## src/rtl/dmem_arb_pkg.sv

```systemverilog
// Shared types and widths for the two-port data-memory arbiter.
package dmem_arb_pkg;

  localparam int MEM_AW = 6;
  localparam int DATA_W = 32;
  localparam int NPORTS = 2;

  typedef enum logic [1:0] {
    IDLE   = 2'd0,
    ACCESS = 2'd1,
    DONE   = 2'd2
  } state_t;

endpackage

```

## src/rtl/dmem_rr_pick.sv

```systemverilog
// Combinational 2-way pick: round-robin on ties, or port 0 wins when fixed_prio is set.
module dmem_rr_pick (
  input  logic req0,
  input  logic req1,
  input  logic last_grant,
  input  logic fixed_prio,
  output logic grant_valid,
  output logic grant_idx
);

  always_comb begin
    grant_valid = req0 | req1;
    grant_idx   = 1'b0;
    if (req0 && req1) begin
      grant_idx = fixed_prio ? 1'b0 : ~last_grant;
    end else if (req1) begin
      grant_idx = 1'b1;
    end
  end

endmodule

```

## src/rtl/dmem_arbiter.sv

```systemverilog
// Two-master arbiter in front of a single-port data memory.
// One access per three cycles: IDLE (arbitrate) -> ACCESS (strobe) -> DONE (ack).
module dmem_arbiter
  import dmem_arb_pkg::*;
#(
  parameter int FIXED_PRIO = 0
) (
  input  logic              clk,
  input  logic              reset,
  input  logic              m0_req,
  input  logic              m0_we,
  input  logic [MEM_AW-1:0] m0_addr,
  input  logic [DATA_W-1:0] m0_wdata,
  output logic              m0_ack,
  output logic              m0_err,
  output logic [DATA_W-1:0] m0_rdata,
  input  logic              m1_req,
  input  logic              m1_we,
  input  logic [MEM_AW-1:0] m1_addr,
  input  logic [DATA_W-1:0] m1_wdata,
  output logic              m1_ack,
  output logic              m1_err,
  output logic [DATA_W-1:0] m1_rdata,
  output logic [MEM_AW-1:0] mem_address,
  output logic [DATA_W-1:0] mem_data_in,
  output logic              mem_memRead,
  output logic              mem_memWrite,
  input  logic [DATA_W-1:0] mem_data_out
);

  state_t state_reg, state_next;

  logic [NPORTS-1:0] req_vec, we_vec, ack_vec, err_vec;
  logic [MEM_AW-1:0] addr_vec  [NPORTS];
  logic [DATA_W-1:0] wdata_vec [NPORTS];
  logic [DATA_W-1:0] rdata_vec [NPORTS];

  assign req_vec      = {m1_req, m0_req};
  assign we_vec       = {m1_we, m0_we};
  assign addr_vec[0]  = m0_addr;
  assign addr_vec[1]  = m1_addr;
  assign wdata_vec[0] = m0_wdata;
  assign wdata_vec[1] = m1_wdata;

  logic grant_valid, grant_idx;
  logic last_grant_reg, gidx_reg;
  logic [MEM_AW-1:0] mem_address_reg;
  logic [DATA_W-1:0] mem_data_in_reg;
  logic mem_read_reg, mem_write_reg;

  dmem_rr_pick u_pick (
    .req0        (req_vec[0]),
    .req1        (req_vec[1]),
    .last_grant  (last_grant_reg),
    .fixed_prio  (FIXED_PRIO != 0),
    .grant_valid (grant_valid),
    .grant_idx   (grant_idx)
  );

  // Any low address bit set (this also catches 61..63, which would wrap) skips the memory.
  logic sel_misaligned;
  assign sel_misaligned = (addr_vec[grant_idx][1:0] != 2'b00);

  always_comb begin
    state_next = state_reg;
    case (state_reg)
      IDLE:    if (grant_valid) state_next = sel_misaligned ? DONE : ACCESS;
      ACCESS:  state_next = DONE;
      DONE:    state_next = IDLE;
      default: state_next = IDLE;
    endcase
  end

  // Completion info for the port being acked at the edge into DONE.
  logic              done_idx, done_err;
  logic [DATA_W-1:0] done_rdata;
  assign done_idx   = (state_reg == IDLE) ? grant_idx : gidx_reg;
  assign done_err   = (state_reg == IDLE);
  assign done_rdata = (state_reg == ACCESS && mem_read_reg) ? mem_data_out : '0;

  always_ff @(posedge clk or posedge reset) begin
    if (reset) begin
      state_reg       <= IDLE;
      last_grant_reg  <= 1'b1;
      gidx_reg        <= 1'b0;
      mem_address_reg <= '0;
      mem_data_in_reg <= '0;
      mem_read_reg    <= 1'b0;
      mem_write_reg   <= 1'b0;
    end else begin
      state_reg <= state_next;
      if (state_reg == IDLE && grant_valid) begin
        last_grant_reg <= grant_idx;
        gidx_reg       <= grant_idx;
      end
      // The mem_* registers double as the latched request; they hold only during ACCESS.
      if (state_reg == IDLE && state_next == ACCESS) begin
        mem_address_reg <= addr_vec[grant_idx];
        mem_data_in_reg <= wdata_vec[grant_idx];
        mem_read_reg    <= ~we_vec[grant_idx];
        mem_write_reg   <= we_vec[grant_idx];
      end else begin
        mem_address_reg <= '0;
        mem_data_in_reg <= '0;
        mem_read_reg    <= 1'b0;
        mem_write_reg   <= 1'b0;
      end
    end
  end

  genvar gi;
  generate
    for (gi = 0; gi < NPORTS; gi++) begin : g_port
      logic              ack_reg, err_reg;
      logic [DATA_W-1:0] rdata_reg;

      always_ff @(posedge clk or posedge reset) begin
        if (reset) begin
          ack_reg   <= 1'b0;
          err_reg   <= 1'b0;
          rdata_reg <= '0;
        end else begin
          ack_reg <= 1'b0;
          err_reg <= 1'b0;
          if (state_next == DONE && done_idx == 1'(gi)) begin
            ack_reg   <= 1'b1;
            err_reg   <= done_err;
            rdata_reg <= done_rdata;
          end
        end
      end

      assign ack_vec[gi]   = ack_reg;
      assign err_vec[gi]   = err_reg;
      assign rdata_vec[gi] = rdata_reg;
    end
  endgenerate

  assign m0_ack       = ack_vec[0];
  assign m1_ack       = ack_vec[1];
  assign m0_err       = err_vec[0];
  assign m1_err       = err_vec[1];
  assign m0_rdata     = rdata_vec[0];
  assign m1_rdata     = rdata_vec[1];
  assign mem_address  = mem_address_reg;
  assign mem_data_in  = mem_data_in_reg;
  assign mem_memRead  = mem_read_reg;
  assign mem_memWrite = mem_write_reg;

endmodule

```

## config.mk

```make
export PLATFORM = sky130hd
export DESIGN_NAME = dmem_arbiter
export DESIGN_NICKNAME = d
export VERILOG_FILES = /design/src/rtl/dmem_arb_pkg.sv /design/src/rtl/dmem_rr_pick.sv /design/src/rtl/dmem_arbiter.sv
export SDC_FILE = /design/constraint.sdc
export NUM_CORES = 1
export LEC_CHECK = 0
export ABC_AREA = 1
export CAP_MARGIN = 20
export CORE_MARGIN = 2
export CORE_UTILIZATION = 38
export CTS_BUF_LIST = sky130_fd_sc_hd__clkbuf_4 sky130_fd_sc_hd__clkbuf_8
export CTS_CLUSTER_SIZE = 12
export DETAILED_ROUTE_END_ITERATION = 6
export GPL_ROUTABILITY_DRIVEN = 0
export PLACE_DENSITY = 0.88
export SYNTH_ARGS = -nofsm -noshare
export SYNTH_HDL_FRONTEND = slang
export SYNTH_SLANG_ARGS = --single-unit
```

## constraint.sdc

```tcl
create_clock -name clk -period 3.99 [get_ports clk]
set_clock_uncertainty 0.15 [all_clocks]
set_input_delay 0.798 -clock clk [delete_from_list [all_inputs] [get_ports clk]]
set_output_delay 0.798 -clock clk [all_outputs]
set_load 0.02 [all_outputs]
```

# == Word level (Yosys, flattened, before mapping) ==
# Index checks and enable logic that the tools add are counted.
# classes
muxes,23
mul,0
shifts,0
eq_ne,3
bitwise,5
n_lt_le_gt_ge,2
reduce_logical,8
div_mod_pow,0
add_sub_neg,0
# ops
operator,count
$mux W32,5
$mux W6,4
$mux W1,11
$logic_and A1 B1 Y1,6
$eq A2 B1 Y1 const B,2
$mux W2,2
$pmux W2 S2,1
$not A1 Y1,3
$eq A2 B2 Y1 const B,1
$ge A2 B2 Y1 const B,1
$logic_not A2 Y1,1
$lt A1 B2 Y1 const B,1
$not A1 Y2,1
$reduce_bool A2 Y1,1
$or A1 B1 Y1,1
# word_totals
ramBits,0
romBits,0
output_inout_bits,108
latchBits,0
register_bits,112
mem_count,0
elab_cells,54

# == Logic depth before layout (Yosys ltp) ==
# Gate-level depths: netlist of run 1.
# logic_depth
ltp_word,13
depth_mapped,9

# == Modules after synthesis ==
# From an unflattened synthesis of run 1, not the netlist that was laid out.
# unflattened
hier_cells,558
hier_area_um2,4727.0
# by_module_without_submodules
mod,seq_area_each_um2,area_per_inst_um2,instances,cells_each
dmem_arbiter,2803.9,4690.7,1,551
dmem_rr_pick,0.0,36.3,1,7

# == Worst setup path after synthesis of run 1 ==
# No wires, ideal clock.
# synth_timing
path_type,input-to-reg
start,input port m0_req
end,register g_port[0].rdata_reg[11] (netlist: m0_rdata[11])
slack_ns,2.079
t_arrival_ns,1.644
n_path_buf,3
required_ns,3.723
path_stages,9
cell_sequence,nand2_1 buf_4 nand3_2 nand3_2 nand2_4 buf_6 buf_6 nand3_1 nand2_1
# synth_via
elab_chain_cells,12
word_cells_on_any_way,15
cone_classes,eq/ne: 1; mux: 8; bitwise: 3; reduce/logical: 3
# synth_rtl
element,line_no,source
"start, declared",dmem_arbiter.sv:10,"input logic m0_req,"
$logic_and A1 B1 Y1,dmem_rr_pick.sv:14,if (req0 && req1) begin
$mux W1,dmem_rr_pick.sv:14,
$not A1 Y2 (not written as such),dmem_arbiter.sv:62,assign sel_misaligned = (addr_vec[grant_idx][1:0] != 2'b00);
$mux W6 (3 in series),-,
$reduce_bool A2 Y1,dmem_arbiter.sv:62,
$mux W2 (2 in series),dmem_arbiter.sv:67,IDLE: if (grant_valid) state_next = sel_misaligned ? DONE : ACCESS;
$pmux W2 S2,dmem_arbiter.sv:66,case (state_reg)
$eq A2 B2 Y1,dmem_arbiter.sv:125,if (state_next == DONE && done_idx == 1'(gi)) begin
$logic_and A1 B1 Y1 *,dmem_arbiter.sv:125,
"end signal, assigned",dmem_arbiter.sv:128,rdata_reg <= done_rdata;
"end, declared",dmem_arbiter.sv:115,logic [DATA_W-1:0] rdata_reg;
# Every way passes the cells marked *; elsewhere a longest branch is shown, timed or not. The select of a mux whose other input is x is not followed.
# A chain may end at the register's enable or synchronous reset.

# == Worst setup path after layout of run 1 ==
# layout_timing
start,input port m0_req
end,register g_port[0].rdata_reg[16] (netlist: m0_rdata[16])
# The elaborated chain is that of the path after synthesis.

==> summary.md, run 1 <==
| Metric | Value |
|---|---|
| Status | `finished, final reports clean` |
| Storage cell area | `between 0.002 and 0.003 sq mm` |
| Xor and xnor area share after synthesis | `0%` |
| Antenna diodes | `0` |
| Total number of vias | `about 4.4k` |
| Final hold vios | `0` |
| TNS Setup | `0 ns` |
| Vias in the first global route | `4343` |
| Crit path capture type | `flip-flop` |
| Clock buffer depth | `2` |
| GR Overflow Total | `0` |
| Die X | `roughly 120 microns` |
| Root buffer cell | `clkbuf_8` |
| Fin area | `a little over 0.007 sq mm` |
| Initial core utilization | `39.35%` |
| Hold Path Cell Cnt | `2` |
| Core Region | `0.01211 sq mm` |
| Register area share after synthesis | `approximately three fifths` |
| Post-Synth Simple-Gate Area | `28.80%` |
| Mux share of post-synthesis cell area | `0%` |
| IO Count | `222` |
| FP Rows | `40` |
| Vias per cell | `about 4.8` |
| Post-synthesis compound-gate area fraction | `4.279%` |
| Critical path launch point type | `input port` |
| Fillers | `1060` |
| Adder-cell share of the synthesized area | `0%` |
| Clk Latency, worst-skew pair | `0.37 ns` |
| Post-Synthesis Cells | `554` |
| Average size of a mapped cell | `roughly 8.6 sq um` |
| Layout cells sized above 1 | `roughly 5.1%` |
| Tot Pwr | `2.801 mW` |
| CP cell instances | `clkdlybuf4s50_1, nand2_1, nand2_1, nand2_1, nand3_2, nand2_4, buf_4, nand2_4, nand2_1, nand2_1` |
| Number of cells on the worst reg-to-reg path | `7` |
| First-pass DRT Iterations | `5` |
| Synth Cell Area | `~0.0048 sq mm` |
| CTS Sinks | `112` |
| Die Y | `116.0 microns` |
| Placed cell area | `0.007058 sq mm` |
| Final setup viols | `0` |
| Leak | `3.624 nW` |
| Hold path endpoint | `m1_rdata[6]$_DFFE_PP0P_` |
| GRT Total Usage | `a little over a fifth` |
| Fin crit period | `2.916 ns` |
| Max H-tree Level | `3` |
| R2R Setup Slk | `1.48 ns` |
| CP arrival | `between 3 and 4 ns` |
| Worst EP required | `4.12 ns` |
| PD cells | `slightly below 400 mW/mm^2` |
| Multi-input combinational cell area | `~0.0016 sq mm` |
| Peak supply drop | `between 0.00015 and 0.0002 V` |
| Worst-Margin Slew | `~0.71 ns` |
| Hold wc startpoint | `m1_rdata[6]$_DFFE_PP0P_` |
| Drt total wl | `13.76 mm` |
| Routed len/inst | `~15 microns` |
| Most frequent CP cell | `nand2_1` |
| IO Port Bufs | `221` |
| Synth-to-Final Area Change | `52.61%` |
| Drt drc | `0` |
| Hold buffer count at cts | `0` |
| Worst hold path class | `reg2reg` |
| First-pass GRT wire length | `around 22 mm` |
| Most frequent cells in the layout | `clkdlybuf4s50_1 (221), nand2_1 (173), dfrtp_1 (111), nand3_1 (101)` |
| DRT antenna net count | `0` |
| Commonest non-fill, non-tap cell in the layout | `clkdlybuf4s50_1` |
| Crit Path Max Fanout | `46` |
| Crit path kind | `in2reg` |
| PostCTS Resize Cnt | `0` |
| Largest incremental delay on the critical path | `0.44 ns` |
| Die area | `0.01345 sq mm` |
| Maximum clock rate | `~340 MHz` |
| Largest net degree at the start of global routing | `51` |
| Seq cells post-synth | `between 100 and 150` |
| CTS tree | `yes` |
| Final HPWL DP | `9.844 mm` |
| Max Cap Violations | `0` |
| Fin nets | `873` |
| CTS Buf Count | `9` |
| Worst path slowest cell | `buf_4` |
| R2R Path Start | `last_grant_reg$_DFFE_PP1P_` |
| DR iter-0 viols | `331` |
| RSZ-0062 raised after global routing | `no` |
| R2R Path End | `m0_rdata[16]$_DFFE_PP0P_` |
| Synth Warn # | `0` |
| Final Util | `60.05%` |
| Slew Viols, Final | `0` |
| Fin crit share | `73.09%` |
| Slew headroom | `52.74%` |
| Initial antenna violation count | `0` |
| Main combinational cell family by area after synthesis | `simple AND/OR/NAND/NOR gates` |
| Clk slew on worst S/H paths | `0.10 ns` |
| Post-CTS setup buffers | `0` |
| Synth unique cells | `19` |
-- worst max path at each step --
| stage | startpoint | end | slack (ns) | depth (start not counted) |
|---|---|---|---|---|
| 2_1_floorplan | reset | gidx_reg$_DFFE_PP0P_ | 0.08 | 1 |
| 3_3_place_gp | m0_req | m0_rdata[25]$_DFFE_PP0P_ | 0.76 | 10 |
| 3_5_place_dp | m0_req | m0_rdata[16]$_DFFE_PP0P_ | 0.67 | 10 |
| 4_1_cts | m0_req | m0_rdata[16]$_DFFE_PP0P_ | 1.09 | 10 |
| 5_1_grt | m0_req | m0_rdata[28]$_DFFE_PP0P_ | 0.90 | 10 |
| 6_report | m0_req | m0_rdata[16]$_DFFE_PP0P_ | 1.07 | 10 |
-- cell usage after synthesis (all sizes together) --
cell type  number  share of area, %
nor2           41               3.3
dfrtp         111                58
conb            1             0.079
nand2         176                14
inv            42               3.3
dfstp           1              0.55
buf            22               3.4
nand3         104                11
o21ai           4              0.50
a21oi          36               3.8
clkbuf         16               1.3
-- critical path, delay by kind of cell --
| kind | cells | cell delay [ns] |
|---|---|---|
| and+or+nand+nor | 8 | 1.36 |
| buffers and inverters | 2 | 0.87 |
-- area by class of cell --
| cell class | count | area share [%] |
|---|---|---|
| flip-flops and latches | 112 | 38.55 |
| repair buffers | 231 | 31.62 |
| multi-input cells | 363 | 21.78 |
| well taps | 168 | 2.890 |
| inverters | 42 | 2.202 |
| clock buffers | 10 | 1.806 |
| clock inverters | 6 | 1.153 |
-- routing by layer --
layer	wire length (microns)	GRT usage (%)	up-vias
met5	0	0	-
li1	-	-	2148
met2	6974	34.85	153
met4	425	10.24	0
met3	815	4.079	31
met1	5545	26.20	2112
-- logic make-up (layout without fill, tap and decap cells) --
| logic type | after synthesis | after routing |
|---|---|---|
| flops | 112 | 112 |
| compound gates | 40 | 40 |
| buf+inv | 80 | 289 |
| simple gates | 321 | 321 |
| other cells | 1 | 2 |
-- stage by stage --
| step | setup WS (ns) | cells | hold slack [ns] |
|---|---|---|---|
| after detailed placement | 0.6715 | 916 | 0.3102 |
| after global placement | 0.7600 | 916 | 0.3036 |
| after CTS | 1.087 | 932 | 0.3346 |
| final | 1.074 | 932 | 0.3322 |
| after global routing | 0.8982 | 932 | 0.3531 |
| after floorplan | 0.08465 | 555 | 0.3032 |
-- report_power, final --
group | internal (mW) | switching (mW)
logic | 0.282 | 0.550
registers | 1.20 | 0.0271
clock network | 0.359 | 0.380
total | 1.84 | 0.956
Note: power is estimated with default switching activity, not from simulation.
==> run 2: changes to the inputs <==
--- a/config.mk
+++ b/config.mk
@@ -8,12 +8,12 @@
 export ABC_AREA = 1
 export CAP_MARGIN = 20
 export CORE_MARGIN = 2
-export CORE_UTILIZATION = 38
+export CORE_UTILIZATION = 43
 export CTS_BUF_LIST = sky130_fd_sc_hd__clkbuf_4 sky130_fd_sc_hd__clkbuf_8
 export CTS_CLUSTER_SIZE = 12
 export DETAILED_ROUTE_END_ITERATION = 6
 export GPL_ROUTABILITY_DRIVEN = 0
-export PLACE_DENSITY = 0.88
+export PLACE_DENSITY = 0.93
 export SYNTH_ARGS = -nofsm -noshare
 export SYNTH_HDL_FRONTEND = slang
 export SYNTH_SLANG_ARGS = --single-unit
==> constraint.sdc (replaced) <==
create_clock -name clk -period 3 [get_ports clk]
set_clock_uncertainty 0.15 [all_clocks]
set_input_delay 0.6 -clock clk [delete_from_list [all_inputs] [get_ports clk]]
set_output_delay 0.6 -clock clk [all_outputs]
set_load 0.02 [all_outputs]
==> summary.md, run 2 (synthesis gave the netlist of run 1 again) <==
| Metric | Value |
|---|---|
| IO Port Bufs | `221 (unchanged)` |
| Critical path launch point type | `input port` |
| Worst EP required | `3.14 ns (-0.98 ns)` |
| Vias in the first global route | `4237 (-2.4%)` |
| GRT Total Usage | `22.53% (+1.6 points)` |
| Final Util | `66.90% (+6.8 points)` |
| Total number of vias | `4500 (+1.3%)` |
| Synth-to-Final Area Change | `52.17%` |
| Setup crit end | `m1_rdata[29]$_DFFE_PP0P_` |
| CTS Sinks | `112 (unchanged)` |
| CP cell instances | `clkdlybuf4s50_1, nor2_1, nor2_2, nand3_2, nand2_4, buf_4, nand3_1, nand2_1` |
| Die Y | `109.3 microns (-5.8%)` |
| Crit path kind | `in2reg` |
| Placed cell count | `892 (-2.6%)` |
| Final HPWL DP | `9.786 mm (-0.58%)` |
| Largest incremental delay on the critical path | `0.66 ns (+0.22 ns)` |
| Worst-Margin Slew | `0.6023 ns (-0.1041 ns)` |
| CP startpoint | `m1_req` |
| Core Region | `0.01084 sq mm (-10%)` |
| First-pass DRT Iterations | `6 (+1)` |
| Antenna diodes | `0 (unchanged)` |
| R2R Setup Slk | `1.02 ns (-0.46 ns)` |
| CTS tree | `yes` |
| Die X | `109.3 microns (-5.8%)` |
| Commonest non-fill, non-tap cell in the layout | `clkdlybuf4s50_1` |
| Clock Power Share | `24.7% (-1.7 points)` |
| Net Sw Frac | `34.70% (+0.56 points)` |
| Worst path slowest cell | `clkdlybuf4s50_1` |
| Fin nets | `877 (+0.46%)` |
| Clk Latency, worst-skew pair | `0.35 ns (-0.02 ns)` |
| First-pass GRT wire length | `21.06 mm (-3.4%)` |
| Initial core utilization | `43.96% (+4.6 points)` |
| DR iter-0 viols | `320 (-3.3%)` |
| Vias per cell | `4.956 (+3.9%)` |
| Internal | `2.414 mW (+31%)` |
| Clock buffer depth | `2 (unchanged)` |
| Peak supply drop | `0.0003206 V (+71%)` |
| Initial antenna violation count | `0 (unchanged)` |
| GR Overflow Total | `0 (unchanged)` |
| Finished Layout Cells | `908 (-2.6%)` |
| Largest net degree at the start of global routing | `67 (+31%)` |
| Combinational power share | `31.1% (+1.4 points)` |
| Die area | `0.01194 sq mm (-11%)` |
| Root buffer cell | `clkbuf_8` |
| Slew headroom | `59.85% (+7.1 points)` |
| PostCTS Resize Cnt | `0 (unchanged)` |
| PD cells | `509.8 mW/mm^2 (+32%)` |
| Status | `finished, final reports clean` |
| Drt drc | `0 (unchanged)` |
| Crit Path Max Fanout | `44 (-4.3%)` |
| Routed len/inst | `14.95 microns (+1.3%)` |
| Maximum clock rate | `approximately 430 MHz` |
| Number of cells on the worst reg-to-reg path | `7 (unchanged)` |
| Max H-tree Level | `3 (unchanged)` |
| Hold buffer count at cts | `0 (unchanged)` |
| R2R Path Start | `last_grant_reg$_DFFE_PP1P_` |
| Drt total wl | `13.57 mm (-1.4%)` |
| Final setup viols | `0 (unchanged)` |
| CP arrival | `2.44 ns (-0.61 ns)` |
| DRT antenna net count | `0 (unchanged)` |
| IO Count | `222 (unchanged)` |
| Max Cap Violations | `0 (unchanged)` |
| Sequential power share | `44.3% (+0.4 points)` |
| Layout cells sized above 1 | `5.599% (+0.49 points)` |
| Most frequent cells in the layout | `clkdlybuf4s50_1 (221), nand2_1 (173), dfrtp_1 (111), nand3_1 (101)` |
| Fin crit share | `between 70% and 80%` |
| FP Rows | `38 (-5.0%)` |
| Post-CTS setup buffers | `0 (unchanged)` |
| Fillers | `894 (-16%)` |
| Slew Viols, Final | `0 (unchanged)` |
| R2R Path End | `m0_rdata[6]$_DFFE_PP0P_` |
| Crit path capture type | `flip-flop` |
| Switch Pwr | `1.283 mW (+34%)` |
| TNS Setup | `0 ns (unchanged)` |
| Clk slew on worst S/H paths | `0.09 ns (about the same)` |
| CTS Buf Count | `9 (unchanged)` |
| Fin crit period | `between 2 and 2.5 ns` |
| Leak | `3.622 nW (about the same)` |
| Placed cell area | `0.007054 sq mm (about the same)` |
| Worst hold path class | `reg2reg` |
| RSZ-0062 raised after global routing | `no` |
| Fin area | `0.007252 sq mm (-0.29%)` |
| Final hold vios | `0 (unchanged)` |
[run 2: metal layers]
| layer | GRT usage [%] | routed length, microns |
|---|---|---|
| met5 | 0 | 0 |
| met4 | 7.776 | 259 |
| met3 | 4.184 | 964 |
| met2 | 37.36 | 6888 |
| met1 | 29.78 | 5462 |
[run 2: how the worst min path moves through the flow]
stage | from | end | slack [ns] | depth (start not counted)
detailed placement | m1_rdata[0]$_DFFE_PP0P_ | m1_rdata[0]$_DFFE_PP0P_ | 0.31 | 2
finish | m0_rdata[2]$_DFFE_PP0P_ | m0_rdata[2]$_DFFE_PP0P_ | 0.33 | 2
global route | m0_rdata[29]$_DFFE_PP0P_ | m0_rdata[29]$_DFFE_PP0P_ | 0.36 | 2
floorplan | last_grant_reg$_DFFE_PP1P_ | last_grant_reg$_DFFE_PP1P_ | 0.30 | 2
CTS | m1_rdata[0]$_DFFE_PP0P_ | m1_rdata[0]$_DFFE_PP0P_ | 0.33 | 2
global placement | m0_rdata[18]$_DFFE_PP0P_ | m0_rdata[18]$_DFFE_PP0P_ | 0.30 | 2
[run 2: critical path, delay by kind of cell]
family / cells / cell delay (ns)
buffers and inverters: 2 / 1.04
AND/OR/NAND/NOR: 6 / 0.78
[run 2: power by group through the flow]
| stage | sequential, mW | combinational, mW | clock, mW |
|---|---|---|---|
| global placement | 1.66 | 1.13 | 0 |
| floorplan | 1.75 | 0.642 | 0 |
| detailed placement | 1.67 | 1.14 | 0 |
| global route | 1.65 | 1.24 | 0.987 |
| CTS | 1.64 | 1.15 | 0.924 |
| finish | 1.64 | 1.15 | 0.911 |
[run 2: layout make-up]
cell class | count | area (sq um) | share of cell area (%)
clock inverters | 5 | 58.81 | 0.8109
flip-flops and latches | 112 | 2804 | 38.66
inverters | 42 | 161.4 | 2.226
repair buffers | 235 | 2330 | 32.13
well taps | 140 | 175.2 | 2.415
multi-input cells | 363 | 1584 | 21.84
clock buffers | 11 | 138.9 | 1.915
[run 2: through the flow]
step,setup slack [ns],power [mW],hold slack [ns]
after global placement,0.4624,2.794,0.3021
after CTS,0.7596,3.710,0.3311
final,0.6938,3.697,0.3268
after global routing,0.5654,3.875,0.3565
after floorplan,0.8934,2.395,0.3032
after detailed placement,0.3722,2.810,0.3079
